===== config.mk =====
export PLATFORM = sky130hd
export DESIGN_NAME = io_out_uart
export DESIGN_NICKNAME = d
export VERILOG_FILES = /design/src/rtl/io_pkg.sv /design/src/rtl/sync_fifo.sv /design/src/rtl/io_out_uart.sv
export SDC_FILE = /design/constraint.sdc
export NUM_CORES = 1
export LEC_CHECK = 0
export CAP_MARGIN = 10
export CELL_PAD_IN_SITES_DETAIL_PLACEMENT = 2
export CELL_PAD_IN_SITES_GLOBAL_PLACEMENT = 2
export CORE_MARGIN = 3
export CORE_UTILIZATION = 46
export DETAILED_ROUTE_END_ITERATION = 10
export DONT_BUFFER_PORTS = 1
export GPL_ROUTABILITY_DRIVEN = 0
export GPL_TIMING_DRIVEN = 0
export PLACE_DENSITY_LB_ADDON = 0.1
export SKIP_LAST_GASP = 1
export SYNTH_ARGS = -nofsm -noshare
export SYNTH_HDL_FRONTEND = slang
export SYNTH_HIERARCHICAL = 1
export SYNTH_SLANG_ARGS = --single-unit

===== constraint.sdc =====
create_clock -name clk -period 3.78 [get_ports clk]
set_clock_uncertainty 0.1 [all_clocks]
set_input_delay 0.756 -clock clk [delete_from_list [all_inputs] [get_ports clk]]
set_output_delay 0.756 -clock clk [all_outputs]
set_load 0.03 [all_outputs]

===== src/rtl/io_pkg.sv =====
// Shared types and constants for the output-side UART responder.
package io_pkg;

    typedef enum logic [1:0] {
        IDLE,
        START,
        DATA,
        STOP
    } uart_tx_state_t;

    localparam int UART_DATA_BITS = 8;

endpackage


===== src/rtl/sync_fifo.sv =====
// Single-clock FIFO with an occupancy counter one bit wider than the pointers.
// Rejects pushes when full and pops when empty; the head is readable combinationally.
module sync_fifo #(
    parameter int WIDTH = 8,
    parameter int DEPTH = 16
) (
    input  logic                     clk,
    input  logic                     rst,
    input  logic                     push,
    input  logic [WIDTH-1:0]         wr_data,
    input  logic                     pop,
    output logic [WIDTH-1:0]         rd_data,
    output logic                     full,
    output logic                     empty,
    output logic [$clog2(DEPTH):0]   count
);

    localparam int AW = $clog2(DEPTH);
    localparam logic [AW-1:0] PTR_ONE  = AW'(1);
    localparam logic [AW:0]   CNT_ONE  = (AW+1)'(1);
    localparam logic [AW:0]   CNT_FULL = (AW+1)'(DEPTH);

    logic [WIDTH-1:0] mem [DEPTH];
    logic [AW-1:0]    wr_ptr_q, wr_ptr_d;
    logic [AW-1:0]    rd_ptr_q, rd_ptr_d;
    logic [AW:0]      count_q, count_d;
    logic             push_ok;
    logic             pop_ok;

    assign full    = (count_q == CNT_FULL);
    assign empty   = (count_q == '0);
    assign count   = count_q;
    assign rd_data = mem[rd_ptr_q];

    // Full is decoded from the registered count, so a same-cycle pop never frees a slot early.
    assign push_ok = push && !full;
    assign pop_ok  = pop && !empty;

    always_comb begin
        wr_ptr_d = wr_ptr_q;
        rd_ptr_d = rd_ptr_q;
        count_d  = count_q;
        if (push_ok) begin
            wr_ptr_d = wr_ptr_q + PTR_ONE;
        end
        if (pop_ok) begin
            rd_ptr_d = rd_ptr_q + PTR_ONE;
        end
        case ({push_ok, pop_ok})
            2'b10:   count_d = count_q + CNT_ONE;
            2'b01:   count_d = count_q - CNT_ONE;
            default: count_d = count_q;
        endcase
    end

    always_ff @(posedge clk) begin
        if (push_ok) begin
            mem[wr_ptr_q] <= wr_data;
        end
    end

    always_ff @(posedge clk) begin
        if (rst) begin
            wr_ptr_q <= '0;
            rd_ptr_q <= '0;
            count_q  <= '0;
        end else begin
            wr_ptr_q <= wr_ptr_d;
            rd_ptr_q <= rd_ptr_d;
            count_q  <= count_d;
        end
    end

endmodule


===== src/rtl/io_out_uart.sv =====
// Output responder: buffers bytes issued by the core and serialises them as 8N1 on txd.
// Back-pressure to the core is the FIFO full flag.
module io_out_uart
    import io_pkg::*;
#(
    parameter int DEPTH       = 16,
    parameter int CLK_PER_BIT = 868
) (
    input  logic                      clk,
    input  logic                      rst,
    input  logic                      out_issued,
    input  logic [31:0]               out_data,
    output logic                      out_stall,
    output logic                      txd,
    output logic                      tx_busy,
    output logic [$clog2(DEPTH):0]    fifo_count
);

    localparam int BW = $clog2(CLK_PER_BIT);
    localparam int IW = $clog2(UART_DATA_BITS);
    localparam logic [BW-1:0] BAUD_LAST = BW'(CLK_PER_BIT - 1);
    localparam logic [BW-1:0] BAUD_ONE  = BW'(1);
    localparam logic [IW-1:0] BIT_LAST  = IW'(UART_DATA_BITS - 1);
    localparam logic [IW-1:0] BIT_ONE   = IW'(1);

    uart_tx_state_t              state_q, state_d;
    logic [BW-1:0]               baud_q, baud_d;
    logic [IW-1:0]               bit_idx_q, bit_idx_d;
    logic [UART_DATA_BITS-1:0]   shift_q, shift_d;
    logic                        txd_q, txd_d;

    logic                        fifo_pop;
    logic                        fifo_full;
    logic                        fifo_empty;
    logic [UART_DATA_BITS-1:0]   fifo_head;
    logic                        baud_done;
    logic                        unused_upper;

    assign unused_upper = ^out_data[31:UART_DATA_BITS];

    sync_fifo #(
        .WIDTH (UART_DATA_BITS),
        .DEPTH (DEPTH)
    ) u_fifo (
        .clk     (clk),
        .rst     (rst),
        .push    (out_issued),
        .wr_data (out_data[UART_DATA_BITS-1:0]),
        .pop     (fifo_pop),
        .rd_data (fifo_head),
        .full    (fifo_full),
        .empty   (fifo_empty),
        .count   (fifo_count)
    );

    assign out_stall = fifo_full;
    assign tx_busy   = (state_q != IDLE);
    assign txd       = txd_q;
    assign baud_done = (baud_q == BAUD_LAST);

    always_comb begin
        state_d   = state_q;
        baud_d    = baud_q;
        bit_idx_d = bit_idx_q;
        shift_d   = shift_q;
        fifo_pop  = 1'b0;
        case (state_q)
            IDLE: begin
                baud_d = '0;
                if (!fifo_empty) begin
                    fifo_pop = 1'b1;
                    shift_d  = fifo_head;
                    state_d  = START;
                end
            end
            START: begin
                if (baud_done) begin
                    baud_d    = '0;
                    bit_idx_d = '0;
                    state_d   = DATA;
                end else begin
                    baud_d = baud_q + BAUD_ONE;
                end
            end
            DATA: begin
                if (baud_done) begin
                    baud_d = '0;
                    if (bit_idx_q == BIT_LAST) begin
                        state_d = STOP;
                    end else begin
                        shift_d   = shift_q >> 1;
                        bit_idx_d = bit_idx_q + BIT_ONE;
                    end
                end else begin
                    baud_d = baud_q + BAUD_ONE;
                end
            end
            STOP: begin
                if (baud_done) begin
                    baud_d  = '0;
                    state_d = IDLE;
                end else begin
                    baud_d = baud_q + BAUD_ONE;
                end
            end
            default: begin
                state_d = IDLE;
                baud_d  = '0;
            end
        endcase
    end

    // The line level is registered from the current state, trailing the state by one cycle.
    always_comb begin
        case (state_q)
            START:   txd_d = 1'b0;
            DATA:    txd_d = shift_q[0];
            default: txd_d = 1'b1;
        endcase
    end

    always_ff @(posedge clk) begin
        if (rst) begin
            state_q   <= IDLE;
            baud_q    <= '0;
            bit_idx_q <= '0;
            shift_q   <= '0;
            txd_q     <= 1'b1;
        end else begin
            state_q   <= state_d;
            baud_q    <= baud_d;
            bit_idx_q <= bit_idx_d;
            shift_q   <= shift_d;
            txd_q     <= txd_d;
        end
    end

endmodule


==> results.md <==
- Max transition margin: 19.4%
- RSZ-0062 raised after global routing: no
- Clk_lat worst skew: 430 ps
- Register area share after synthesis: 65.4%
- DP HPWL: 12000 µm
- Core ar.: 14900 µm²
- Net Sw Power: 1.85 mW
- Die Wd: 131 µm
- Place WS: -456 ps
- Layer carrying the most global-route usage: met2
- Clk pin slew, worst setup/hold paths: 70 ps
- Global-route wire length before repair: 27800 µm
- Yosys top cell area share: 53.9%
- # IOs: 43
- R2R Path End: u_fifo/count[4]
- CTS sink count: 169
- Layout cells sized above 1: 20.2%
- Slew Viols, Final: 0
- Clock power share: 30.6%
- Chip height: 131 µm
- Initial DRT Pass Iterations: 4
- Hold WC Path Type: in2reg
- IO Port Bufs: 0
- Worst EP required: 4000 ps
- Number of global-route vias before repair: 4496
- Status: completed
- Area growth from synthesis to layout: 12.0%
- Destination of the worst hold path: u_fifo/mem[10][0]
- Leak pwr: 2.67 nW
- Post-DRT Antenna Nets: 0
- Vias per inst: 5.87
- Final WS setup: 294 ps
- Met2 Use GR: 38.6%
- Initial Util: 48.0%
- Fin crit period: 3490 ps
- Distinct cell type count after synthesis: 53
- Max Freq: 287 MHz
- Met3 usage: 4.72%
- Seq pwr share: 40.7%
- Synth Cell Area: 7140 µm²
- Crit Path Class: reg2reg
- Pwr per Cell Area: 702 nW/µm²
- Total GRT Usage: 22.8%
- TritonCTS clock tree: done
- Total number of vias: 4018
- Most frequent cells in the layout: edfxtp_1, nor2_1, dfxtp_1
- Post-Syn Nets: 518
- CTS buffer count: 17
- DRC viols: 0
- CP startpoint: u_fifo/count[1]
- Fillcell total: 1325
- Setup TNS: 0 ps
- Root Driver: clkbuf_16
- GRT met1 Usage: 30.2%
- R2R setup slack: 290 ps
- Most common cell after layout, fill and taps aside: edfxtp_1
- Synth top area cells: edfxtp_1, dfxtp_1, mux4_2
- Post-Syn Area per Cell: 15.3 µm²
- Ant. Diodes: 0
- Number of flops mapped to enable cells by yosys: 128
- Ys flop type: edfxtp_1
- H-tree levels: 4
- CP endpoint kind: flop
- Crit-path max FO: 9
- Post-synth top area cell: edfxtp_1
- Overflow after GRT: 0
- Max Cap Viol: 0
- Largest net degree at the start of global routing: 18
- CTS max path bufs: 2
- Worst VDD drop: 0.000396 V
- Initial DRC count: 207
- Hold depth: 0
- Hold wc startpoint: out_data[0]
- Cells after Synth: 467
- Final net count: 539
- #FFs+latches synth: 169
- Final Util: 53.8%
- Crit start category: flop
- Total power: 5.61 mW
- Wire per inst: 25.8 µm
- Async set-reset flop share out of synthesis: 0%
- Worst Tran Pin Value: 1200 ps
- Initial antenna violation count: 0
- Yosys warning total: 6
- Comb power frac: 28.6%
- Final Hold Fails: 0
- Die area: 17000 µm²
- # setup viols final: 0
- Reg2reg start: u_fifo/count[1]
- Arrival @ worst endpoint: 3710 ps
- Reg2reg path depth: 14
- Core Rows: 44
- Pint: 3.76 mW
- Fraction of power spent switching nets: 32.9%
- Wirelength, routed: 17700 µm
- Final period util: 92.2%
==> layout make-up <==
cell class	count	area, µm²	share of cell area (%)
Tap cell	184	230	2.88
Buffer	22	105	1.31
Sequential cell	169	4660	58.4
Timing Repair Buffer	3	22.5	0.282
Multi-Input combinational cell	262	2340	29.3
Clock inverter	15	153	1.91
Inverter	13	48.8	0.611
Clock buffer	17	425	5.32
==> critical path: stages, from the launching register on <==
cell and delay [ps]:
dfxtp_1 420, buf_6 190, or4_4 510, buf_6 170, nor2_4 140, nor2_4 90, o21ai_4 110, inv_1 70
ha_2 240, xor2_1 170, ha_1 210, inv_1 80, a21o_1 180, a221oi_2 310, mux2_2 370
==> cells in the mapped netlist (4+ instances only) <==
cell / number
edfxtp_1: 128
nor2_1: 53
dfxtp_1: 41
mux4_2: 32
nand2_1: 27
a22oi_1: 17
ha_1: 16
clkbuf_1: 13
inv_1: 13
mux2i_1: 13
nor2b_1: 10
xor2_1: 9
mux2_2: 8
nor3_1: 8
a21oi_1: 6
buf_2: 6
o21ai_0: 5
xnor2_1: 5
and3_1: 4
nand2b_1: 4
nand3_1: 4
or4_1: 4
==> power by group through the flow <==
stage / Clock (mW) / Combinational (mW) / Sequential, mW
floorplan: 0 / 1.18 / 2.29
global placement: 0 / 1.49 / 2.31
detailed placement: 0 / 1.55 / 2.33
CTS: 1.76 / 1.60 / 2.29
global route: 1.83 / 1.77 / 2.30
finish: 1.72 / 1.61 / 2.29
==> logic make-up (layout without fill, tap and decap cells) <==
group                      Yosys count  count (layout)  synth area share (%)
AOI/OAI and AO/OA                   50              50                  5.80
and+or+nand+nor                    129             129                  8.92
adders and majority gates           16              16                  2.81
xor gates and xnor gates            14              14                  1.72
DFF                                169             169                  65.4
buffers and inverters               36              70                  2.21
muxes                               53              53                  13.2
==> worst max-delay path by stage <==
stage                                  to  depth (start not counted)  slack (ps)
after global placement    u_fifo/count[4]                         15        -410
final                     u_fifo/count[4]                         14         290
after CTS                 u_fifo/count[4]                         14          90
after detailed placement  u_fifo/count[4]                         15        -460
after global routing      u_fifo/count[4]                         14          90
after floorplan           u_fifo/count[4]                         15         190
==> stage by stage <==
| step | instances | instance area (µm²) | hold WS [ps] |
|---|---|---|---|
| 5_1_grt | 685 | 7990 | 288 |
| 4_1_cts | 683 | 7970 | 287 |
| 2_1_floorplan | 467 | 7140 | 330 |
| 6_report | 685 | 7990 | 312 |
| 3_5_place_dp | 652 | 7370 | 369 |
| 3_3_place_gp | 651 | 7370 | 343 |
==> routing by layer <==
metal	share of wire, %	vias to the layer above
li1	-	1811
met1	42	2109
met2	52	80
met3	4.3	18
met4	1.2	0
met5	0	-
==> repair_timing <==
item	4_1_cts	5_1_grt
buffers inserted	0	1
hold buffers	0	0
resized for setup	5	1
cloned	0	0
pin swaps	0	1
endpoints found under the setup margin	2	1
==> flip-flops by register name, summed over array words and instances (netlist names), named ones only <==
| signal | cells |
|---|---|
| txd | 1 |
| u_fifo/rd_ptr_q | 4 |
| bit_idx_q | 3 |
| u_fifo/count | 5 |
| baud_q | 10 |
| u_fifo/mem | 128 |
| shift_q | 8 |
| state_q | 2 |
| u_fifo/wr_ptr_q | 4 |
Note: power is estimated with default switching activity, not from simulation.
